--- config.mk ---
export PLATFORM = sky130hd
export DESIGN_NAME = var_bw_mac_acc_flat
export DESIGN_NICKNAME = d
export VERILOG_FILES = /design/src/rtl/var_bw_mac_if.sv /design/src/rtl/var_bw_mac_acc.sv /design/src/flat_wrapper.sv
export SDC_FILE = /design/constraint.sdc
export NUM_CORES = 1
export LEC_CHECK = 0
export ABC_AREA = 1
export CELL_PAD_IN_SITES_DETAIL_PLACEMENT = 0
export CELL_PAD_IN_SITES_GLOBAL_PLACEMENT = 1
export CORE_MARGIN = 1
export CORE_UTILIZATION = 39
export DETAILED_ROUTE_END_ITERATION = 6
export GPL_TIMING_DRIVEN = 0
export PLACE_DENSITY = 0.81
export REMOVE_ABC_BUFFERS = 1
export SKIP_CTS_REPAIR_TIMING = 1
export SYNTH_ARGS = -nofsm -noshare
export SYNTH_HDL_FRONTEND = slang
export SYNTH_SLANG_ARGS = --single-unit
--- constraint.sdc ---
create_clock -name clk -period 2.45 [get_ports clk]
set_input_delay 0.735 -clock clk [delete_from_list [all_inputs] [get_ports clk]]
set_output_delay 0.735 -clock clk [all_outputs]
set_load 0.005 [all_outputs]
--- src/rtl/var_bw_mac_if.sv ---
// Handshake bundle between the multiplier, the accumulation stage and its consumer.
// The slave side is the accumulator; the master side is the upstream and downstream logic.
interface var_bw_mac_if #(
  parameter int GUARD = 8,
  parameter int CNT_W = 16
);
  logic                 in_valid;
  logic                 in_ready;
  logic                 para_mode;
  logic [31:0]          p;
  logic                 last;
  logic                 out_valid;
  logic                 out_ready;
  logic [32+GUARD-1:0]  acc_out;
  logic [CNT_W-1:0]     cnt_out;
  logic                 mode_out;
  logic                 ovf;

  modport master (
    output in_valid, para_mode, p, last, out_ready,
    input  in_ready, out_valid, acc_out, cnt_out, mode_out, ovf
  );

  modport slave (
    input  in_valid, para_mode, p, last, out_ready,
    output in_ready, out_valid, acc_out, cnt_out, mode_out, ovf
  );
endinterface

--- src/rtl/var_bw_mac_acc.sv ---
// Packet accumulator for the variable bit-width multiplier: one 40-bit-ish sum or two
// independent 16-bit lanes. Define VAR_BW_MAC_SAT_EN to clamp on overflow instead of wrapping.
module var_bw_mac_acc #(
  parameter int GUARD = 8,
  parameter int CNT_W = 16
) (
  input  logic           clk,
  input  logic           rst_n,
  var_bw_mac_if.slave    bus
);
  localparam int ACC_W  = 32 + GUARD;
  localparam int LANE_W = 16 + GUARD / 2;

  typedef enum logic [1:0] {IDLE, ACC, DONE} state_t;

  state_t              state_reg, state_next;
  logic [ACC_W-1:0]    acc_reg, acc_next;
  logic [CNT_W-1:0]    cnt_reg, cnt_next;
  logic                mode_reg, mode_next;
  logic                ovf_reg, ovf_next;

  logic                beat_fire;
  logic                out_fire;
  logic                in_ready_int;
  logic                out_valid_int;

  logic [ACC_W:0]      wide_sum;
  logic [ACC_W-1:0]    wide_res;
  logic                wide_carry;
  logic [ACC_W-1:0]    wide_load;
  logic [2*LANE_W-1:0] lane_res;
  logic [2*LANE_W-1:0] lane_load;
  logic [1:0]          lane_carry;

  assign beat_fire = bus.in_valid && in_ready_int;
  assign out_fire  = out_valid_int && bus.out_ready;

  // Full-width path: zero-extended product added to the whole accumulator.
  assign wide_sum   = {1'b0, acc_reg} + {{(ACC_W-31){1'b0}}, bus.p};
  assign wide_carry = wide_sum[ACC_W];
  assign wide_load  = {{GUARD{1'b0}}, bus.p};
`ifdef VAR_BW_MAC_SAT_EN
  assign wide_res   = wide_carry ? {ACC_W{1'b1}} : wide_sum[ACC_W-1:0];
`else
  assign wide_res   = wide_sum[ACC_W-1:0];
`endif

  // Packed path: lane 0 takes p[15:0], lane 1 takes p[31:16], no carry between them.
  genvar gi;
  generate
    for (gi = 0; gi < 2; gi++) begin : g_lane
      logic [LANE_W:0] sum;
      assign sum = {1'b0, acc_reg[gi*LANE_W +: LANE_W]}
                 + {{(LANE_W-15){1'b0}}, bus.p[gi*16 +: 16]};
      assign lane_carry[gi] = sum[LANE_W];
      assign lane_load[gi*LANE_W +: LANE_W] = {{(LANE_W-16){1'b0}}, bus.p[gi*16 +: 16]};
`ifdef VAR_BW_MAC_SAT_EN
      assign lane_res[gi*LANE_W +: LANE_W] = sum[LANE_W] ? {LANE_W{1'b1}} : sum[LANE_W-1:0];
`else
      assign lane_res[gi*LANE_W +: LANE_W] = sum[LANE_W-1:0];
`endif
    end
  endgenerate

  // State register
  always_ff @(posedge clk or negedge rst_n) begin
    if (!rst_n) begin
      state_reg <= IDLE;
    end else begin
      state_reg <= state_next;
    end
  end

  // Next-state logic
  always_comb begin
    state_next = state_reg;
    case (state_reg)
      IDLE:    if (beat_fire) state_next = bus.last ? DONE : ACC;
      ACC:     if (beat_fire && bus.last) state_next = DONE;
      DONE:    if (out_fire) state_next = IDLE;
      default: state_next = IDLE;
    endcase
  end

  // Output logic: handshake flags come from the state alone
  always_comb begin
    in_ready_int  = 1'b1;
    out_valid_int = 1'b0;
    case (state_reg)
      IDLE:    in_ready_int = 1'b1;
      ACC:     in_ready_int = 1'b1;
      DONE: begin
        in_ready_int  = 1'b0;
        out_valid_int = 1'b1;
      end
      default: in_ready_int = 1'b1;
    endcase
  end

  // Datapath next values; the first beat of a packet loads rather than adds
  always_comb begin
    acc_next  = acc_reg;
    cnt_next  = cnt_reg;
    mode_next = mode_reg;
    ovf_next  = ovf_reg;
    if (beat_fire) begin
      if (state_reg == IDLE) begin
        acc_next  = bus.para_mode ? lane_load : wide_load;
        cnt_next  = {{(CNT_W-1){1'b0}}, 1'b1};
        mode_next = bus.para_mode;
        ovf_next  = 1'b0;
      end else begin
        acc_next  = mode_reg ? lane_res : wide_res;
        cnt_next  = (&cnt_reg) ? cnt_reg : cnt_reg + 1'b1;
        ovf_next  = ovf_reg | (mode_reg ? (|lane_carry) : wide_carry);
      end
    end
  end

  always_ff @(posedge clk or negedge rst_n) begin
    if (!rst_n) begin
      acc_reg  <= '0;
      cnt_reg  <= '0;
      mode_reg <= 1'b0;
      ovf_reg  <= 1'b0;
    end else begin
      acc_reg  <= acc_next;
      cnt_reg  <= cnt_next;
      mode_reg <= mode_next;
      ovf_reg  <= ovf_next;
    end
  end

  assign bus.in_ready  = in_ready_int;
  assign bus.out_valid = out_valid_int;
  assign bus.acc_out   = acc_reg;
  assign bus.cnt_out   = cnt_reg;
  assign bus.mode_out  = mode_reg;
  assign bus.ovf       = ovf_reg;
endmodule
--- src/flat_wrapper.sv ---
// flat-port wrapper written by rule: the top's interface ports become plain ports
module var_bw_mac_acc_flat 
#(
  parameter int GUARD = 8,
  parameter int CNT_W = 16
)
  (clk, rst_n, bus_in_valid, bus_para_mode, bus_p, bus_last, bus_out_ready, bus_in_ready, bus_out_valid, bus_acc_out, bus_cnt_out, bus_mode_out, bus_ovf);
  var_bw_mac_if #(.GUARD(GUARD), .CNT_W(CNT_W)) bus_i ();
  input  logic clk;
  input  logic rst_n;
  input wire logic [$bits(bus_i.in_valid)-1:0] bus_in_valid;
  input wire logic [$bits(bus_i.para_mode)-1:0] bus_para_mode;
  input wire logic [$bits(bus_i.p)-1:0] bus_p;
  input wire logic [$bits(bus_i.last)-1:0] bus_last;
  input wire logic [$bits(bus_i.out_ready)-1:0] bus_out_ready;
  output wire logic [$bits(bus_i.in_ready)-1:0] bus_in_ready;
  output wire logic [$bits(bus_i.out_valid)-1:0] bus_out_valid;
  output wire logic [$bits(bus_i.acc_out)-1:0] bus_acc_out;
  output wire logic [$bits(bus_i.cnt_out)-1:0] bus_cnt_out;
  output wire logic [$bits(bus_i.mode_out)-1:0] bus_mode_out;
  output wire logic [$bits(bus_i.ovf)-1:0] bus_ovf;
  assign bus_i.in_valid = bus_in_valid;
  assign bus_i.para_mode = bus_para_mode;
  assign bus_i.p = bus_p;
  assign bus_i.last = bus_last;
  assign bus_i.out_ready = bus_out_ready;
  assign bus_in_ready = bus_i.in_ready;
  assign bus_out_valid = bus_i.out_valid;
  assign bus_acc_out = bus_i.acc_out;
  assign bus_cnt_out = bus_i.cnt_out;
  assign bus_mode_out = bus_i.mode_out;
  assign bus_ovf = bus_i.ovf;
  var_bw_mac_acc #(.GUARD(GUARD), .CNT_W(CNT_W)) u_core (.clk(clk), .rst_n(rst_n), .bus(bus_i));
endmodule
* Word level (Yosys, flattened, before mapping)
Cells that the tools add are included.
** Word-level totals
- Logic and storage cells :: 39
- Input port bits :: 38
- Register bits after elaboration :: 60
- Output and inout bits :: 60
** Operators by class
- $add $sub $neg :: 4
- Mux-type cells :: 14
- Reduce and logical (&&, ||, !) cells :: 9
- Eq/ne operators :: 6
- Bitwise operators :: 1
** Operators with widths (count)
- 40-bit 2-to-1 mux :: 2
- 20-bit by 16-bit adder with 21-bit output :: 2
- 40-bit by 32-bit adder with 41-bit output :: 1
- 36-bit 2-to-1 mux :: 1
- 16-bit 2-to-1 mux :: 2
- 16-bit by 1-bit adder with 16-bit output, second input constant :: 1
- 16-bit AND reduction :: 1
- 2-bit 2-to-1 mux :: 4
- 2-bit by 1-bit inequality test with 1-bit output, second input constant :: 4
- 2-bit case mux with 3 select lines :: 1
- 1-bit 2-to-1 mux :: 4
- 2-bit AND reduction :: 2
- 1-bit logical AND :: 3
- 3-bit AND reduction :: 1
- 2-bit by 1-bit equality test with 1-bit output, second input constant :: 1
- 2-bit equality test, second input constant :: 1
- 2-bit logical NOT :: 1
- 2-bit OR reduction :: 1
- 1-bit OR :: 1

* Logic depth before layout (Yosys ltp)
Gate-level depths: netlist of run 1.
- Word-level depth :: 6
- Depth in mapped cells :: 17
- Gate-level depth less buffers :: 17

* Worst setup path before layout of run 1
OpenSTA, ideal clock, no wires.
- Kind :: input-to-reg
- From :: input bus_p[0]
- To :: register u_core.acc_reg[36] (netlist: u_core.bus.acc_out[36])
- Library setup time :: 0.117 ns
- Buffers on the path :: 0
- Path slack :: 0.079 ns
- Cell stages on the path :: 16
- Arrival :: 2.255 ns
- Data required time :: 2.333 ns
- Cell sequence :: ha_1 > fa_1 > nand3_1 > nand3_2 > nand2_1 > nand2_1 > nand2_1 > nand2_2 > nand2_2 > nand2_2 > nand3_1 > nand2_1 > nand2_1 > nand2_1 > nand2_1 > nor2_1
** On the way
- Word-level cells in the longest chain between the ends :: 3
** RTL lines
- start, declared :: line flat_wrapper.sv:13 : input wire logic [$bits(bus_i.p)-1:0] bus_p;
- 40-bit by 32-bit adder with 41-bit output :: line var_bw_mac_acc.sv:39 : assign wide_sum = {1'b0, acc_reg} + {{(ACC_W-31){1'b0}}, bus.p};
- 40-bit 2-to-1 mux :: line var_bw_mac_acc.sv:113 : acc_next = mode_reg ? lane_res : wide_res;
- 40-bit 2-to-1 mux :: line var_bw_mac_acc.sv:107 : if (state_reg == IDLE) begin
- end signal, assigned :: line var_bw_mac_acc.sv:127 : acc_reg <= acc_next;
- end, declared :: line var_bw_mac_acc.sv:17 : logic [ACC_W-1:0] acc_reg, acc_next;
No other way between the ends.
A chain may end at the register's enable or synchronous reset.

* Worst setup path in the final report of run 1
- From :: input bus_p[0]
- To :: register u_core.acc_reg[30] (netlist: u_core.bus.acc_out[30])
The elaborated chain is that of the path after synthesis.

==> impl_results.md, run 1 <==
* Most frequent CP cell: nand2_1
* H-tree depth at 3
* HP Class: input port to async pin
* Top cells by area, synth: dfrtp_1 (23%), nand2_1 (20%), a21oi_1 (9.8%), ha_1 (9.2%), nor2_1 (7.4%)
* Run status: finished, final reports clean
* Gp weighted congestion at 0.9052
* Detailed Route WL at 23770 microns
* Yosys top cell by area: dfrtp_1
* Leakage at 4.444 nW
* Drt via density at 5.245
* Die footprint at 17580 sq um
* Seq cells post-synth at 60
* Final instance area at 9119 sq um
* CTS buffer count at 9
* CTS tree: yes
* Worst-case vdd ir drop at 588.2 uV
* Seq/Total Area, Yosys at 0.2257
* Dominant synthesized flop cell: dfrtp_1
* CP Data Required Time at 2.73 ns
* Crit-path max FO at 3
* Cell area power density at 1306 nW/um^2
* # DRC at 0
* Setup crit end kind: flop
* Routed Antenna Nets at 0
* Initial antenna violation count at 0
* Post-synth ARST share at 1.000
* MaxCap Viol Count at 0
* Final min period at 2.402 ns
* Placed Area at 7845 sq um
* Syn Area/Cell at 5.935 sq um
* Count of pins over their slew limit at 0
* Worst setup SP type: input port
* Clk sink count at 60
* Final Skew at 0.01289 ns
* Average wire per standard cell at 16.31 microns
* First-pass DRT Iterations at 5
* Die W at 132.6 microns
* Finish-stage setup viols at 0
* CP Class: input port to flop
* Nets@finish at 1321
* Critical path, cell by cell: dlymetal6s2s_1, ha_4, fa_2, buf_4, nand3_1, nand3_2, nand2_1, nand2_1, nand2_2, nand2_1, nand2_1, nand3_2, nand2_1, nand2_1, a21oi_1
* Synth warn at 0
* Drt initial violations at 539
* Area growth syn-to-layout at 37.07%
* Ports at 98
* Final Hold Viols at 0
* Crit-path slowest cell: fa_2
* Vias at 7642
* Syn Inst Count at 1121
* Clock transition at path regs at 0.07 ns
* Worst-Margin Slew at 1.061 ns
* Achievable Freq at 0.4163 GHz
* Initial Util at 0.3997
* Hold Slack at 0.4715 ns
* Fin crit share at 0.9806
* Clock latency on the worst-skew pair at 0.36 ns
* Root Buffer: clkbuf_16
* Dpl hpwl at 16650 microns
* Most frequent cell after synthesis: nand2_1
* Clock Path Buffers at 2
* Placement Rows at 47
* Chip height at 132.6 microns
* Core ar. at 16640 sq um
* Share of cells above drive strength 1 at 0.1471
* WP data arrival at 2.68 ns
* Post-synth EDFFs at 0
* Total GRT Usage at 0.2582
* Antenna diode count at 0
* Synth Cell Area at 6653 sq um
* CP max stage delay at 0.39 ns
* Yosys top cell area share at 0.2257
* Vias in the first global route at 6814
* Slew margin rel. at 0.2914
* First-pass GRT wire length at 35940 microns
* PortBufs at 97
* Synth cell count leaders: nand2_1 (362), nor2_1 (132), a21oi_1 (130)
* Largest net degree at the start of global routing at 61
* Max reg flops at 40
* Fillcell total at 1701
* Yosys cell types at 41
* Grt ovf at 0
==> final timing paths <==
check	from	end	cells past startpoint	slack (ns)
worst min register to register	u_core.bus.cnt_out[13]	u_core.bus.cnt_out[13]	1	0.52
min in group clk	u_core.bus.cnt_out[13]	u_core.bus.cnt_out[13]	1	0.52
worst min-delay path	rst_n	u_core.bus.acc_out[33]	1	0.47
worst max-delay path	bus_p[0]	u_core.bus.acc_out[30]	15	0.05
worst max register to register	u_core.bus.acc_out[16]	u_core.bus.acc_out[22]	12	0.14
max in group asynchronous	rst_n	u_core.bus.mode_out	1	1.33
==> report_power, final <==
group	switching (W)	internal (W)
clock	0.000588	0.000723
sequential	0.000718	0.00137
combinational	0.00488	0.00362
==> layer usage <==
layer	global-route usage	part of all wire	vias up
li1	-	-	3878
met1	0.3567	0.48	3549
met2	0.4216	0.46	186
met3	0.03678	0.047	29
met4	0.06450	0.015	0
met5	0	0	-
==> metrics by stage <==
stage	util	setup slack [ns]	TNS [ns]	std cells	power (W)
after detailed placement	0.4714	-1.081	-41.89	1416	0.009079
after floorplan	-	-0.1251	-0.1927	1097	0.006534
after global placement	0.4687	-1.687	-164.54	1414	0.008994
after CTS	0.4886	-0.7004	-23.25	1432	0.01045
final	0.5479	0.04763	0	1457	0.01191
after global routing	0.5479	-0.007857	-0.02478	1457	0.01295
==> logic make-up (layout without fill, tap and decap cells) <==
logic type | count (synthesis) | after routing | synth area share
xor gates and xnor gates | 13 | 13 | 0.01712
buffers and inverters | 153 | 268 | 0.08764
and+or+nand+nor | 624 | 625 | 0.3940
DFF | 60 | 60 | 0.2257
adders and majority gates | 51 | 51 | 0.09818
AOI/OAI and AO/OA | 220 | 220 | 0.1774
==> critical path: cells and delay by family <==
kind	cells	cell delay, ns
compound gates	1	0.13
fa+ha+maj	2	0.57
buf+inv	2	0.31
simple gates	10	0.92
==> layout by cell type (no fill, tap or decap), types with 9 or more instances in the layout <==
cell             count
ha_1                15
nor2_1             124
inv_1              126
nand3_1             64
nor3_1              15
nand2_2             25
clkdlybuf4s50_1     63
a21oi_1            110
dfrtp_1             59
dlymetal6s2s_1      30
buf_4               23
o21ai_0             47
nand3_2             10
ha_4                32
o21ai_1              9
a21oi_2             17
clkbuf_16            9
nand2_1            337
==> final cells by class <==
cell class / instances / area [sq um] / share of cell area
flip-flops and latches: 60 / 1505 / 0.1651
repair buffers: 122 / 1252 / 0.1373
repair inverters: 1 / 5.005 / 0.0005488
inverters: 129 / 491.7 / 0.05392
multi-input cells: 909 / 5303 / 0.5815
clock buffers: 10 / 239.0 / 0.02621
clock inverters: 6 / 47.55 / 0.005214
well taps: 220 / 275.3 / 0.03019
(Power assumes the default switching activity.)
==> inputs of run 2 (changes only) <==
--- a/config.mk
+++ b/config.mk
@@ -6,13 +6,11 @@
 export NUM_CORES = 1
 export LEC_CHECK = 0
 export ABC_AREA = 1
-export CELL_PAD_IN_SITES_DETAIL_PLACEMENT = 0
-export CELL_PAD_IN_SITES_GLOBAL_PLACEMENT = 1
 export CORE_MARGIN = 1
-export CORE_UTILIZATION = 39
+export CORE_UTILIZATION = 40
 export DETAILED_ROUTE_END_ITERATION = 6
 export GPL_TIMING_DRIVEN = 0
-export PLACE_DENSITY = 0.81
+export PLACE_DENSITY = 0.6
 export REMOVE_ABC_BUFFERS = 1
 export SKIP_CTS_REPAIR_TIMING = 1
 export SYNTH_ARGS = -nofsm -noshare
==> constraint.sdc (replaced) <==
create_clock -name clk -period 2.35 [get_ports clk]
set_input_delay 0.705 -clock clk [delete_from_list [all_inputs] [get_ports clk]]
set_output_delay 0.705 -clock clk [all_outputs]
set_load 0.005 [all_outputs]
==> impl_results.md, run 2 (synthesis gave the netlist of run 1 again) <==
* Endpoint of the worst-slack reg-to-reg timing path: u_core.bus.acc_out[30]
* Core Util, Final at 0.5779
* Fin crit share at 0.9675
* Final instance area at 9280 sq um
* Achievable Freq at 0.4398 GHz
* Grt ovf at 0
* Worst-Margin Slew at 1.033 ns
* CP Data Required Time at 2.57 ns
* Cell area power density at 1377 nW/um^2
* Slew margin rel. at 0.3102
* Switching fraction of total power at 0.5124
* Max reg flops at 40
* Setup crit end kind: flop
* Count of pins over their slew limit at 0
* Chip height at 131.0 microns
* Placement Rows at 46
* Dpl hpwl at 16310 microns
* Detailed Route WL at 23290 microns
* Logic gate share of total power at 0.718
* Nets@finish at 1324
* Leakage at 4.428 nW
* Worst setup SP type: input port
* Placed Instances at 1411
* Final Hold Viols at 0
* Worst r2r src: u_core.bus.acc_out[20]
* WP data arrival at 2.50 ns
* Run status: finished, final reports clean
* Clock Path Buffers at 2
* Ports at 98
* Root Buffer: clkbuf_16
* Final Skew at 0.01069 ns
* First-pass DRT Iterations at 5
* Routed Antenna Nets at 0
* Antenna diode count at 0
* Hold Slack at 0.4507 ns
* Reg2Reg Depth at 14
* Commonest non-fill, non-tap cell in the layout: nand2_1
* Reg-to-reg slack, setup at 0.13 ns
* Core ar. at 16060 sq um
* Gp weighted congestion at 0.9180
* Final min period at 2.274 ns
* # DRC at 0
* Initial Util at 0.4143
* H-tree depth at 3
* Crit-path max FO at 19
* Seq. cell area at 1508 sq um
* Worst-case vdd ir drop at 856.5 uV
* MaxCap Viol Count at 0
* Die footprint at 17150 sq um
* CP Class: input port to flop
* Area growth syn-to-layout at 39.50%
* Internal cell power at 0.006233 W
* Share of cells above drive strength 1 at 0.1863
* Initial antenna violation count at 0
* Vias at 7684
* Finish-stage setup viols at 0
* Largest net degree at the start of global routing at 61
* Setup Total Neg Slack at 0 ns
* First-pass GRT wire length at 34780 microns
* Clk sink count at 60
* Drt via density at 5.277
* CTS tree: yes
* PortBufs at 97
* HP Class: input port to async pin
* Net Switching at 0.006549 W
* Multi-input logic area at 5485 sq um
* Most frequent cells in the layout: nand2_1 (323), inv_1 (124), nor2_1 (116), a21oi_1 (104), clkdlybuf4s50_1 (63)
* Drt initial violations at 572
* Total GRT Usage at 0.2628
* Die W at 131.0 microns
* Finished Layout Cells at 1456
* Clock latency on the worst-skew pair at 0.34 ns
* Seq pwr share at 0.171
* Placed Area at 7812 sq um
* Clock transition at path regs at 0.06 ns
* Fillcell total at 1577
* CTS buffer count at 9
* Average wire per standard cell at 16.00 microns
* Clk network pwr share at 0.111
* Vias in the first global route at 6729
-- run 2: per-stage QoR --
step / worst slack, ns / power (W)
2_1_floorplan: -0.1951 / 0.006812
5_1_grt: -0.03770 / 0.01390
3_5_place_dp: -1.728 / 0.009410
6_report: 0.07629 / 0.01278
4_1_cts: -1.374 / 0.01088
3_3_place_gp: -1.622 / 0.009338
-- run 2: worst max-delay path by stage --
stage | endpoint | startpoint | slack [ns]
finish | u_core.bus.acc_out[29] | bus_para_mode | 0.08
CTS | u_core.bus.acc_out[37] | bus_in_valid | -1.37
floorplan | u_core.bus.acc_out[37] | bus_in_valid | -0.20
detailed placement | u_core.bus.acc_out[37] | bus_in_valid | -1.73
global route | u_core.bus.acc_out[31] | bus_p[17] | -0.04
global placement | u_core.bus.acc_out[37] | bus_in_valid | -1.62
-- run 2: power groups by stage --
stage,Clock (W),Combinational (W),Sequential (W)
2_1_floorplan,0,0.00492,0.00189
3_5_place_dp,0,0.00740,0.00201
6_report,0.00142,0.00917,0.00219
3_3_place_gp,0,0.00732,0.00202
4_1_cts,0.00144,0.00743,0.00201
5_1_grt,0.00148,0.0102,0.00225
-- run 2: worst max-delay path, stage by stage --
cell,delay [ns]
dlymetal6s2s_1,0.76
clkinvlp_4,0.59
nand2_1,0.17
a21oi_1,0.07
nor2_1,0.10
a21oi_1,0.08
-- run 2: layer usage --
layer | global-route usage | part of all wire | vias to the layer above
li1 | - | - | 3889
met1 | 0.3583 | 0.46 | 3520
met2 | 0.4348 | 0.46 | 244
met3 | 0.03868 | 0.063 | 31
met4 | 0.06423 | 0.019 | 0
met5 | 0 | 0 | -
-- run 2: cell type report --
type | instances | area share
clock inverter | 4 | 0.005123
tap | 216 | 0.02912
multi-input combinational | 909 | 0.5911
inverter | 129 | 0.05326
timing repair inverter | 1 | 0.0008090
clock buffer | 12 | 0.02764
sequential | 60 | 0.1625
timing repair buffer | 125 | 0.1305
